[src/rtl/seg7_pkg.sv]
// Shared definitions for the 7-segment scan driver: segment bit order,
// hex glyph table and divider/width helpers.
package seg7_pkg;

    // Bit positions of each segment inside a {g,f,e,d,c,b,a} vector.
    localparam int SEG_A = 0;
    localparam int SEG_B = 1;
    localparam int SEG_C = 2;
    localparam int SEG_D = 3;
    localparam int SEG_E = 4;
    localparam int SEG_F = 5;
    localparam int SEG_G = 6;

    // Clocks per scan slot.
    function automatic int scan_div(input int clk_hz, input int scan_hz);
        return clk_hz / scan_hz;
    endfunction

    // Counter width able to hold 0..n-1, never narrower than one bit.
    function automatic int width_of(input int n);
        return (n <= 1) ? 1 : $clog2(n);
    endfunction

    // Nibble to active-high {g,f,e,d,c,b,a} glyph.
    function automatic logic [6:0] hex7(input logic [3:0] nib);
        case (nib)
            4'h0:    return 7'h3F;
            4'h1:    return 7'h06;
            4'h2:    return 7'h5B;
            4'h3:    return 7'h4F;
            4'h4:    return 7'h66;
            4'h5:    return 7'h6D;
            4'h6:    return 7'h7D;
            4'h7:    return 7'h07;
            4'h8:    return 7'h7F;
            4'h9:    return 7'h6F;
            4'hA:    return 7'h77;
            4'hB:    return 7'h7C;
            4'hC:    return 7'h39;
            4'hD:    return 7'h5E;
            4'hE:    return 7'h79;
            default: return 7'h71;
        endcase
    endfunction

endpackage

[src/rtl/seg7_scan_driver_if.sv]
// Host-side bus of the scan driver: display data, load strobe and status.
interface seg7_scan_driver_if #(
    parameter int NUM_DIGITS = 8
);
    logic [4*NUM_DIGITS-1:0] value;
    logic [NUM_DIGITS-1:0]   dp_in;
    logic [NUM_DIGITS-1:0]   digit_en;
    logic                    blank_lz;
    logic                    load;
    logic                    pending;
    logic                    frame_done;

    modport master (
        output value, dp_in, digit_en, blank_lz, load,
        input  pending, frame_done
    );

    modport slave (
        input  value, dp_in, digit_en, blank_lz, load,
        output pending, frame_done
    );
endinterface

[src/rtl/seg7_scan_driver_clk_tick_gen.sv]
// Free-running prescaler producing a one-cycle enable every CLK_HZ/TICK_HZ
// clocks. Everything downstream stays on the input clock.
module clk_tick_gen
    import seg7_pkg::*;
#(
    parameter int CLK_HZ  = 100_000_000,
    parameter int TICK_HZ = 1_000
) (
    input  logic clk,
    input  logic rst_n,
    output logic tick
);
    localparam int DIV   = scan_div(CLK_HZ, TICK_HZ);
    localparam int CNT_W = width_of(DIV);

    logic [CNT_W-1:0] cnt;

    assign tick = (cnt == CNT_W'(DIV - 1));

    // Count 0..DIV-1 and wrap on the tick.
    always_ff @(posedge clk or negedge rst_n) begin
        // NOTE: non-blocking so every register samples pre-edge values.
        if (!rst_n) begin
            cnt <= '0;
        end else if (tick) begin
            cnt <= '0;
        end else begin
            cnt <= cnt + CNT_W'(1);
        end
    end
endmodule

[src/rtl/seg7_scan_driver.sv]
// Time-multiplexed hex display driver: double-buffered digit data,
// leading-zero blanking and an all-anodes-off dead time after each advance.
module seg7_scan_driver
    import seg7_pkg::*;
#(
    parameter int NUM_DIGITS   = 8,
    parameter int CLK_HZ       = 100_000_000,
    parameter int SCAN_HZ      = 1_000,
    parameter int BLANK_CYCLES = 16
) (
    input  logic                  CLK100MHZ,
    input  logic                  CPU_RESETN,
    seg7_scan_driver_if.slave     bus,
    output logic                  CA,
    output logic                  CB,
    output logic                  CC,
    output logic                  CD,
    output logic                  CE,
    output logic                  CF,
    output logic                  CG,
    output logic                  DP,
    output logic [NUM_DIGITS-1:0] AN
);
    localparam int IDX_W  = width_of(NUM_DIGITS);
    localparam int DEAD_W = width_of(BLANK_CYCLES + 1);

    typedef struct packed {
        logic [4*NUM_DIGITS-1:0] value;
        logic [NUM_DIGITS-1:0]   dp;
        logic [NUM_DIGITS-1:0]   en;
        logic                    blank_lz;
    } frame_cfg_t;

    logic              tick;
    logic              frame_done;
    logic [IDX_W-1:0]  idx, idx_next;
    logic [DEAD_W-1:0] dead_cnt, dead_next;
    frame_cfg_t        bus_cfg, staging, active, active_view;
    logic              pending_q;

    logic [NUM_DIGITS-1:0] lz_dark;
    logic [3:0]            nib;
    logic                  lit;
    logic [NUM_DIGITS-1:0] an_next;
    logic [6:0]            seg_next;
    logic                  dp_next;
    logic [6:0]            seg_q;

    clk_tick_gen #(
        .CLK_HZ  (CLK_HZ),
        .TICK_HZ (SCAN_HZ)
    ) u_tick (
        .clk   (CLK100MHZ),
        .rst_n (CPU_RESETN),
        .tick  (tick)
    );

    assign bus_cfg = '{value: bus.value, dp: bus.dp_in, en: bus.digit_en,
                       blank_lz: bus.blank_lz};

    assign frame_done = tick && (idx == IDX_W'(NUM_DIGITS - 1));
    assign idx_next   = !tick ? idx : (frame_done ? '0 : idx + IDX_W'(1));
    assign dead_next  = tick ? DEAD_W'(BLANK_CYCLES)
                             : ((dead_cnt != '0) ? dead_cnt - DEAD_W'(1) : '0);

    // Frame that will be on display after this edge; a load coinciding with
    // the frame boundary bypasses staging.
    assign active_view = !frame_done ? active : (bus.load ? bus_cfg : staging);

    assign bus.pending    = pending_q;
    assign bus.frame_done = frame_done;

    // Digit index and dead-time countdown.
    always_ff @(posedge CLK100MHZ or negedge CPU_RESETN) begin
        if (!CPU_RESETN) begin
            idx      <= '0;
            dead_cnt <= '0;
        end else begin
            idx      <= idx_next;
            dead_cnt <= dead_next;
        end
    end

    // Staging captures every load; active swaps only at the frame boundary.
    always_ff @(posedge CLK100MHZ or negedge CPU_RESETN) begin
        // NOTE: these buffers are plain flops, not RAM, so they take the reset.
        if (!CPU_RESETN) begin
            staging   <= '0;
            active    <= '0;
            pending_q <= 1'b0;
        end else begin
            if (bus.load) staging <= bus_cfg;
            active <= active_view;
            if (frame_done)    pending_q <= 1'b0;
            else if (bus.load) pending_q <= 1'b1;
        end
    end

    // Digit i is blanked when it and every digit above it hold zero.
    always_comb begin : lz_scan
        logic upper_zero;
        // NOTE: defaults first so no path leaves a variable unassigned (no latch).
        upper_zero = 1'b1;
        lz_dark    = '0;
        for (int i = NUM_DIGITS - 1; i >= 0; i--) begin
            upper_zero = upper_zero && (active_view.value[4*i +: 4] == 4'h0);
            if (i > 0) lz_dark[i] = active_view.blank_lz && upper_zero;
        end
    end

    // Next anode/segment pattern for the digit that owns the upcoming cycle.
    always_comb begin
        nib      = active_view.value[4*int'(idx_next) +: 4];
        lit      = active_view.en[idx_next] && !lz_dark[idx_next] && (dead_next == '0);
        an_next  = '1;
        seg_next = 7'h7F;
        dp_next  = 1'b1;
        if (lit) begin
            an_next[idx_next] = 1'b0;
            seg_next          = ~hex7(nib);
            dp_next           = ~active_view.dp[idx_next];
        end
    end

    // Registered pad drivers; reset forces everything dark.
    always_ff @(posedge CLK100MHZ or negedge CPU_RESETN) begin
        if (!CPU_RESETN) begin
            AN    <= '1;
            seg_q <= 7'h7F;
            DP    <= 1'b1;
        end else begin
            AN    <= an_next;
            seg_q <= seg_next;
            DP    <= dp_next;
        end
    end

    assign CA = seg_q[SEG_A];
    assign CB = seg_q[SEG_B];
    assign CC = seg_q[SEG_C];
    assign CD = seg_q[SEG_D];
    assign CE = seg_q[SEG_E];
    assign CF = seg_q[SEG_F];
    assign CG = seg_q[SEG_G];
endmodule

[src/flat_wrapper.sv]
// flat-port wrapper written by rule: the top's interface ports become plain ports
module seg7_scan_driver_flat import seg7_pkg::*;
#(
    parameter int NUM_DIGITS   = 8,
    parameter int CLK_HZ       = 100_000_000,
    parameter int SCAN_HZ      = 1_000,
    parameter int BLANK_CYCLES = 16
)
  (CLK100MHZ, CPU_RESETN, CA, CB, CC, CD, CE, CF, CG, DP, AN, bus_value, bus_dp_in, bus_digit_en, bus_blank_lz, bus_load, bus_pending, bus_frame_done);
  seg7_scan_driver_if #(.NUM_DIGITS(NUM_DIGITS)) bus_i ();
  input  logic CLK100MHZ;
  input  logic CPU_RESETN;
  output logic CA;
  output logic CB;
  output logic CC;
  output logic CD;
  output logic CE;
  output logic CF;
  output logic CG;
  output logic DP;
  output logic [NUM_DIGITS-1:0] AN;
  input wire logic [$bits(bus_i.value)-1:0] bus_value;
  input wire logic [$bits(bus_i.dp_in)-1:0] bus_dp_in;
  input wire logic [$bits(bus_i.digit_en)-1:0] bus_digit_en;
  input wire logic [$bits(bus_i.blank_lz)-1:0] bus_blank_lz;
  input wire logic [$bits(bus_i.load)-1:0] bus_load;
  output wire logic [$bits(bus_i.pending)-1:0] bus_pending;
  output wire logic [$bits(bus_i.frame_done)-1:0] bus_frame_done;
  assign bus_i.value = bus_value;
  assign bus_i.dp_in = bus_dp_in;
  assign bus_i.digit_en = bus_digit_en;
  assign bus_i.blank_lz = bus_blank_lz;
  assign bus_i.load = bus_load;
  assign bus_pending = bus_i.pending;
  assign bus_frame_done = bus_i.frame_done;
  seg7_scan_driver #(.NUM_DIGITS(NUM_DIGITS), .CLK_HZ(CLK_HZ), .SCAN_HZ(SCAN_HZ), .BLANK_CYCLES(BLANK_CYCLES)) u_core (.CLK100MHZ(CLK100MHZ), .CPU_RESETN(CPU_RESETN), .bus(bus_i), .CA(CA), .CB(CB), .CC(CC), .CD(CD), .CE(CE), .CF(CF), .CG(CG), .DP(DP), .AN(AN));
endmodule
[config.mk]
export PLATFORM = sky130hd
export DESIGN_NAME = seg7_scan_driver_flat
export DESIGN_NICKNAME = d
export VERILOG_FILES = /design/src/rtl/seg7_pkg.sv /design/src/rtl/seg7_scan_driver_if.sv /design/src/rtl/seg7_scan_driver_clk_tick_gen.sv /design/src/rtl/seg7_scan_driver.sv /design/src/flat_wrapper.sv
export SDC_FILE = /design/constraint.sdc
export NUM_CORES = 1
export LEC_CHECK = 0
export CAP_MARGIN = 0
export CORE_UTILIZATION = 35
export DETAILED_ROUTE_END_ITERATION = 16
export HOLD_SLACK_MARGIN = 0.03
export PLACE_DENSITY = 0.52
export SYNTH_ARGS = -nofsm -noshare
export SYNTH_HDL_FRONTEND = slang
export SYNTH_SLANG_ARGS = --single-unit
[constraint.sdc]
create_clock -name CLK100MHZ -period 4.25 [get_ports CLK100MHZ]
set_input_delay 0.425 -clock CLK100MHZ [delete_from_list [all_inputs] [get_ports CLK100MHZ]]
set_output_delay 0.425 -clock CLK100MHZ [all_outputs]
set_load 0.05 [all_outputs]
# --- Yosys cells after proc, flatten, opt, wreduce, memory -nomap -nowiden ---
# Memory sizes are Yosys's and may differ from the RTL's.
# Cells that the tools add are included.
op_classes:
  eq_ne: 2
  magnitude_cmp: 2
  bitwise_logic: 3
  muxes: 21
  shift: 1
  reduce_logical: 28
  add_sub_neg: 3
ops:
  columns: ["operator", "count"]
  rows:
  - ["$mux 49", 2]
  - ["$shiftx 32x6->4", 1]
  - ["$logic_not 4->1", 7]
  - ["$add 17x1->17 const B", 1]
  - ["$eq 17x17->1 const B", 1]
  - ["$logic_and 1x1->1", 17]
  - ["$mux 17", 1]
  - ["$mux 7", 2]
  - ["$mux 5", 2]
  - ["$bmux 1 s3", 3]
  - ["$mux 8", 1]
  - ["$not 8->8", 1]
  - ["$mux 1", 7]
  - ["$not 7->7", 1]
  - ["$mux 3", 2]
  - ["$logic_not 5->1", 1]
  - ["$reduce_bool 5->1", 1]
  - ["$sub 5x1->5 const B", 1]
  - ["$lt 3x4->1 const B", 1]
  - ["$add 3x1->3 const B", 1]
  - ["$demux 1 s3", 1]
  - ["$eq 3x3->1 const B", 1]
  - ["$ge 3x1->1 const B", 1]
  - ["$reduce_bool 2->1", 1]
  - ["other kinds (2)", 2]
word_totals:
  register_bits: 140
  wordCells: 76
  in_bits: 52
  output_inout_bits: 18
  memories: 1
  romBits: 112
mem_list:
  columns: ["memory", "words", "word_bits", "read_ports", "rd_ports_with_merged_regs", "wr", "line", "source"]
  rows:
  - ["(no name shown)", 16, 7, 1, 0, 0, "seg7_pkg.sv:26", "case (nib)"]

# --- Logic depth before layout (Yosys ltp) ---
# Gate-level depths: netlist (run 1).
logic_depth:
  depth_word: 19
  mapped_depth: 17
  depth_no_buf: 14

# --- Hierarchy ---
# A second synthesis (run 1) with hierarchy kept.
unflattened:
  hier_cells: 540
  area_unflattened_um2: 6465.0
modules_own_cells:
  columns: ["module", "seq_area_each_um2", "instances", "cells_each", "area_each_um2"]
  rows:
  - ["seg7_scan_driver", 3098.0, 1, 466, 5671.7]
  - ["clk_tick_gen", 425.4, 1, 74, 793.3]

# --- Worst setup path after synthesis (run 1) ---
# No wires, ideal clock.
synth_path:
  path_type: "flip-flop to flip-flop"
  from: "register u_core.u_tick.cnt[5]"
  to: "register u_core.seg_q[3]"
  setup_slack_ps: 634
  arrival_ps: 3535
  n_path_buf: 3
  path_stages_with_launch: 15
  setup_ps: 81
  period_less_slack_ps: 3616
  t_required_ps: 4169
  cell_sequence: "dfrtp_1 -> or4b_4 -> nor4_4 -> nand2_2 -> clkinv_2 -> buf_6 -> buf_4 -> mux2i_1 -> o22ai_1 -> or4_1 -> clkbuf_1 -> ha_1 -> mux2_2 -> mux2i_1 -> nand2_1"
synth_between:
  elab_chain_len: 17
  word_cells_on_any_way: 39
  classes_between: "eq/ne: 1; shift: 1; mux: 10; bitwise: 1; reduce/logical: 25; memory: 1"
synth_lines:
  columns: ["element", "line", "source"]
  rows:
  - ["start, declared", "seg7_scan_driver_clk_tick_gen.sv:16", "logic [CNT_W-1:0] cnt;"]
  - ["start signal, assigned", "seg7_scan_driver_clk_tick_gen.sv:28", "cnt <= cnt + CNT_W'(1);"]
  - ["$eq 17x17->1 *", "seg7_scan_driver_clk_tick_gen.sv:18", "assign tick = (cnt == CNT_W'(DIV - 1));"]
  - ["parallel branches: the longest is 15 deep, another holds $mem_v2 16x7", null, null]
  - ["$mux 7 *", "seg7_scan_driver.sv:118", "if (lit) begin"]
  - ["via u_core.seg_next[3]", "seg7_scan_driver.sv:45", "logic [6:0] seg_next;"]
  - ["end signal, assigned", "seg7_scan_driver.sv:133", "seg_q <= seg_next;"]
  - ["end, declared", "seg7_scan_driver.sv:47", "logic [6:0] seg_q;"]
# Mark *: on every way through the listed nets, which the timed path passes. The select of a mux whose other input is x is not followed.
# A chain may end at the register's enable or synchronous reset.

==> results.txt, run 1 <==
final hold vios: 0
clock-pin slew on the worst setup and hold paths: 0.06 ns
post-synthesis cell area: 6330 sq um
dpl ws: 0.189 ns
initial DRC count: 243
CTS tree: yes
Int Pwr: 0.00261 W
worst setup margin: 0.337 ns
DRT Pass-1 Iters: 4
GRT Resource Usage Total: 17.6%
TritonCTS Buffers: 17
Clock Power Share: 52.3%
Seq cells post-synth: 140
Initial Util: 36.2%
CP Max Fanout: 27
Layout fillers: 1,595
share of cells above drive strength 1: 21.5%
max-slew violations: 0
Sum Neg Setup Slack: 0 ns
sequential fraction of design power: 42.7%
CP Capture Type: register
Reg2Reg Setup Slack: 0.34 ns
Max-cap violations: 0
Root Driver: clkbuf_16
Sw Pwr: 0.000643 W
ant diodes: 0
CP endpoint: u_core.seg_q[0]$_DFF_PN1_
critical path class: register to register
detailed placer's ending HPWL: 10.7 mm
skew final: 0.00956 ns
Worst Path Arrival: 4.23 ns
crit path cell chain: or4b_4 > nor4_4 > buf_4 > nand2_2 > clkinv_2 > buf_12 > mux2_2 > a22o_1 > or4_1 > and2_1 > o21a_1 > o31ai_1
post-layout minimum cycle time: 3.91 ns
part of the cycle the worst path needs: 92.1%
area grow syn2layout: 26.7%
die area: 18,600 sq um
Syn Inst Count: 553
Comb power frac: 4.9%
Post-CTS Hold Fix Bufs: 0
Port Buf Inserts: 69
Routed Antenna Nets: 0
die height: 136 um
DIE WIDTH: 136 um
fin nets: 695
CP max stage delay: 0.73 ns
# IOs: 70
wire length of the first global-routing pass: 24.4 mm
clock sinks: 140
Vias: 4,358
H-tree levels: 4
sequential share of the synthesized area: 55.7%
critical path required time: 4.57 ns
R2R depth: 12
GP Congestion: 0.843
sw frac: 19.8%
Least-Margin Pin Slew: 1.01 ns
type of origin of the critical path: register
core area: 17,500 sq um
Post-synth top flop: dfrtp_1
Async S/R FF share, synth: 100%
clock buffer depth: 2
pwr dens: 406 nW/um^2
Worst path slowest cell: or4_1
Peak VDD IR: 0.274 mV
RSZ-0062 raised after global routing: no
vias per inst: 5.00
clk_lat worst skew: 0.42 ns
grt total ovfl: 0
Residual DRC: 0
Synth Warn #: 0
EDFF count, synth: 0
launch point of the worst reg-to-reg path: u_core.u_tick.cnt[5]$_DFF_PN0_
Post-Route WL: 15.0 mm
status: finished, final reports clean
Hold Crit Class: input port to async pin
Rel. slew slack: 32.4%
Max Fclk: 0.256 GHz
Row Count: 48
Design Power: 0.00326 W
Mean Syn Cell Area: 11.4 sq um
worst r2r dst: u_core.seg_q[0]$_DFF_PN1_
Synth cell types: 61
count of final setup violators: 0
critical path launch point: u_core.u_tick.cnt[5]$_DFF_PN0_
synthesized net count: 615
largest net degree at the start of global routing: 114
initial antenna violation count: 0
vias in the first global route: 4,552
static leakage: 3.57 nW
WL/cell: 17.3 um
[state kept, by name, indices dropped and copies added, names as in the netlist]
signal and cells:
u_core.bus.pending 1, u_core.u_tick.cnt 17, u_core.dead_cnt 5, u_core.seg_q 7
u_core.staging 49, u_core.AN 8, u_core.DP 1, u_core.idx 3
u_core.active 49
[cell families after synthesis]
group	count (synthesis)	synth area share [%]
xor gates and xnor gates	15	2.08
AOI/OAI and AO/OA	72	7.83
and+or+nand+nor	176	13.5
muxes	91	15.7
adders and majority gates	10	1.98
DFF	140	55.7
buffers and inverters	49	3.28
[metrics by stage]
stage | cell area (sq um) | utilization (%) | hold WS, ns | cells
after floorplan | 6330 | - | 0.129 | 553
after global placement | 7310 | 41.8 | 0.454 | 837
after detailed placement | 7310 | 41.8 | 0.463 | 837
after CTS | 7990 | 45.7 | 0.200 | 869
after global routing | 8020 | 45.9 | 0.225 | 871
final | 8020 | 45.9 | 0.154 | 871
[worst min-delay path by stage]
stage	endpoint	depth (start not counted)
floorplan	u_core.active[0]$_DFF_PN0_	0
global placement	u_core.active[1]$_DFF_PN0_	2
detailed placement	u_core.active[1]$_DFF_PN0_	2
CTS	u_core.staging[9]$_DFF_PN0_	1
global route	u_core.staging[11]$_DFF_PN0_	1
finish	u_core.staging[9]$_DFF_PN0_	1
[power groups by stage]
stage / registers (W) / logic [W] / clock network [W]
floorplan: 0.00141 / 0.0000695 / 0
global placement: 0.00141 / 0.000165 / 0
detailed placement: 0.00142 / 0.000166 / 0
CTS: 0.00139 / 0.000167 / 0.00174
global route: 0.00140 / 0.000179 / 0.00180
finish: 0.00139 / 0.000161 / 0.00170
[routing by layer]
layer  vias to the layer above  wire (um)  global-route usage (%)
met5                         -          0                       0
met4                         0        225                    6.98
met3                        15        614                    3.77
met2                        87       7150                    27.8
met1                      2157       7040                    23.4
li1                       2099          -                       -
[critical path: cells and delay by family, from the launching register on]
| family | cells | cell delay, ns |
|---|---|---|
| multiplexers | 1 | 0.37 |
| flip-flops | 1 | 0.43 |
| AND/OR/NAND/NOR | 5 | 1.82 |
| AO/OA/AOI/OAI | 3 | 0.63 |
| buffers and inverters | 3 | 0.54 |
[final cells by class]
class / instances / area [sq um] / share of cell area, %
multi-input cells: 364 / 2610 / 32.6
flip-flops and latches: 140 / 3520 / 43.9
clock buffers: 22 / 474 / 5.91
repair buffers: 84 / 822 / 10.2
clock inverters: 10 / 210 / 2.62
well taps: 225 / 282 / 3.51
inverters: 26 / 98.8 / 1.23
[cells in the mapped netlist (all sizes together) (6+ instances only)]
| cell | number | area [sq um] |
|---|---|---|
| dfrtp | 124 | 3100 |
| nand2 | 80 | 303 |
| mux2 | 65 | 732 |
| nor2 | 31 | 116 |
| mux2i | 26 | 260 |
| inv | 25 | 93.8 |
| o21ai | 18 | 90.1 |
| nand3 | 17 | 85.1 |
| dfstp | 16 | 420 |
| a21oi | 13 | 65.1 |
| buf | 13 | 71.3 |
| clkbuf | 10 | 37.5 |
| ha | 10 | 125 |
| xnor2 | 8 | 70.1 |
| o22ai | 7 | 43.8 |
| xor2 | 7 | 61.3 |
| and2 | 6 | 40.0 |
| or4 | 6 | 45.0 |
[what timing repair did]
action / in CTS / in global routing
endpoints found under the setup margin: 0 / 7
setup buffers: 0 / 2
resized for setup: 0 / 2
[layout by cell type (no fill, tap or decap), types with 17 or more instances in the layout]
cell,instances
inv_1,24
nor2_1,31
nand2_1,79
clkdlybuf4s50_1,66
clkbuf_16,17
mux2i_1,26
mux2_2,64
o21ai_0,18
dfrtp_1,124
nand3_1,17
No activity file was read; power rests on OpenSTA's default activity.
==> run 2: changes to the inputs <==
- CORE_MARGIN: not set -> 4
==> run 2 against run 1 <==
Fmax down 1.1%. Largest power group is now registers. Critical endpoint unchanged. Clock skew down 0.0027 ns. Register-to-register slack worse by 0.04 ns. Design area down 1.6%. Via count up 0.37%. Utilization down 0.89 points. Non-clock buffer count up 1. Cell count unchanged. Power down 9.5%. Sequential cell count unchanged. Count of clock-buffer cells in the layout down 1.
==> results.txt, run 2 (synthesis results as in run 1) <==
static leakage: 3.50 nW
Row Count: 48
pwr dens: 373 nW/um^2
Max-cap violations: 0
Residual DRC: 0
Least-Margin Pin Slew: 0.935 ns
RSZ-0062 raised after global routing: no
Peak VDD IR: 0.251 mV
vias per inst: 5.02
R2R depth: 11
H-tree levels: 4
GRT Resource Usage Total: 16.4%
DRT Pass-1 Iters: 4
max-slew violations: 0
vias in the first global route: 4,694
clock-pin slew on the worst setup and hold paths: 0.06 ns
core area: 17,500 sq um
dpl ws: 0.273 ns
worst r2r dst: u_core.seg_q[0]$_DFF_PN1_
post-layout minimum cycle time: 3.96 ns
CP Capture Type: register
final hold vios: 0
ant diodes: 0
area grow syn2layout: 24.7%
critical path launch point: u_core.u_tick.cnt[5]$_DFF_PN0_
grt total ovfl: 0
initial DRC count: 276
critical path required time: 4.57 ns
Vias: 4,374
initial antenna violation count: 0
post-cts gate resize count: 0
clk_lat worst skew: 0.42 ns
Hold Crit Class: input port to async pin
launch point of the worst reg-to-reg path: u_core.u_tick.cnt[5]$_DFF_PN0_
Root Driver: clkbuf_16
Setup Fix Bufs, Post-CTS: 0
Layout fillers: 1,632
DIE WIDTH: 142 um
share of cells above drive strength 1: 21.5%
largest net degree at the start of global routing: 84
TritonCTS Buffers: 17
GP Congestion: 0.928
worst setup margin: 0.293 ns
Post-CTS Hold Fix Bufs: 0
Sum Neg Setup Slack: 0 ns
WL/cell: 18.0 um
Design Power: 0.00295 W
die height: 142 um
Max Fclk: 0.253 GHz
part of the cycle the worst path needs: 93.1%
Routed Antenna Nets: 0
area occupied by multi-input gates: 2600 sq um
count of final setup violators: 0
detailed placer's ending HPWL: 11.8 mm
sequential cell area: 3520 sq um
# IOs: 70
Port Buf Inserts: 69
commonest non-fill, non-tap cells in the layout: dfrtp_1 (124), nand2_1 (79), clkdlybuf4s50_1 (66)
CTS tree: yes
most common cell after layout, fill and taps aside: dfrtp_1
Worst Path Arrival: 4.28 ns
type of origin of the critical path: register
clock buffer depth: 2
critical path class: register to register
Regs by FF count: u_core.active x49, u_core.staging x49, u_core.u_tick.cnt x17
Rel. slew slack: 37.2%
die area: 20,300 sq um
Initial Util: 36.1%
skew final: 0.00691 ns
Post-Route WL: 15.7 mm
fin nets: 696
Reg2Reg Setup Slack: 0.29 ns
status: finished, final reports clean
clock sinks: 140
wire length of the first global-routing pass: 25.9 mm
CP Max Fanout: 15
-- run 2: cell types whose count changed in the layout (fill, tap and decap cells not counted), sizes merged --
cell | before | now
clkinvlp | 1 | 5
inv | 25 | 26
buf | 18 | 19
clkbuf | 22 | 21
bufinv | 6 | 1
-- run 2: critical path: stages, from the launching register on --
cell and delay, ns:
dfrtp_1 0.42, or4b_4 0.59, nor4_4 0.30, buf_4 0.27, mux2i_1 0.28, inv_2 0.17
and2_4 0.19, a22o_1 0.22, or4_1 0.74, and2_1 0.29, o21a_1 0.19, o31ai_1 0.20
-- run 2: report_power, final --
group	switching, W	internal [W]	leakage [nW]
registers	0.0000108	0.00138	1.66
logic	0.0000780	0.0000850	1.58
clock network	0.000548	0.000845	0.263
total	0.000636	0.00231	3.50
-- run 2: through the flow --
stage	util, %	cell area [sq um]	cells	hold slack [ns]
floorplan	-	6330	553	0.129
global placement	41.8	7330	840	0.466
detailed placement	41.8	7330	840	0.459
CTS	45.0	7890	871	0.0916
global route	45.0	7890	871	0.117
finish	45.0	7890	871	0.0540
-- run 2: metal layers --
metal	wire length (um)	up-vias	track usage, %	share of wire (%)
li1	-	2106	-	-
met1	6990	2148	22.1	45
met2	7550	102	26.3	48
met3	839	18	3.39	5.3
met4	306	0	5.80	2.0
met5	0	-	0	0
-- run 2: worst max path at each step --
stage | to | cells after the start
5_1_grt | u_core.seg_q[0]$_DFF_PN1_ | 11
3_3_place_gp | u_core.seg_q[0]$_DFF_PN1_ | 11
3_5_place_dp | u_core.seg_q[0]$_DFF_PN1_ | 11
2_1_floorplan | u_core.seg_q[3]$_DFF_PN1_ | 14
4_1_cts | u_core.seg_q[0]$_DFF_PN1_ | 11
6_report | u_core.seg_q[0]$_DFF_PN1_ | 11
-- run 2: layout make-up --
class                      count  share of cell area (%)
tap                          225                    3.57
timing repair buffer          85                    10.5
clock inverter                10                    1.16
inverter                      26                    1.25
multi-input combinational    364                    32.9
sequential                   140                    44.6
clock buffer                  21                    5.96
==> run 3: changes to the inputs <==
- CAP_MARGIN: 0 -> 5
==> results of run 3 <==
The final DEF is identical to that of run 2; final timing and power are the same.
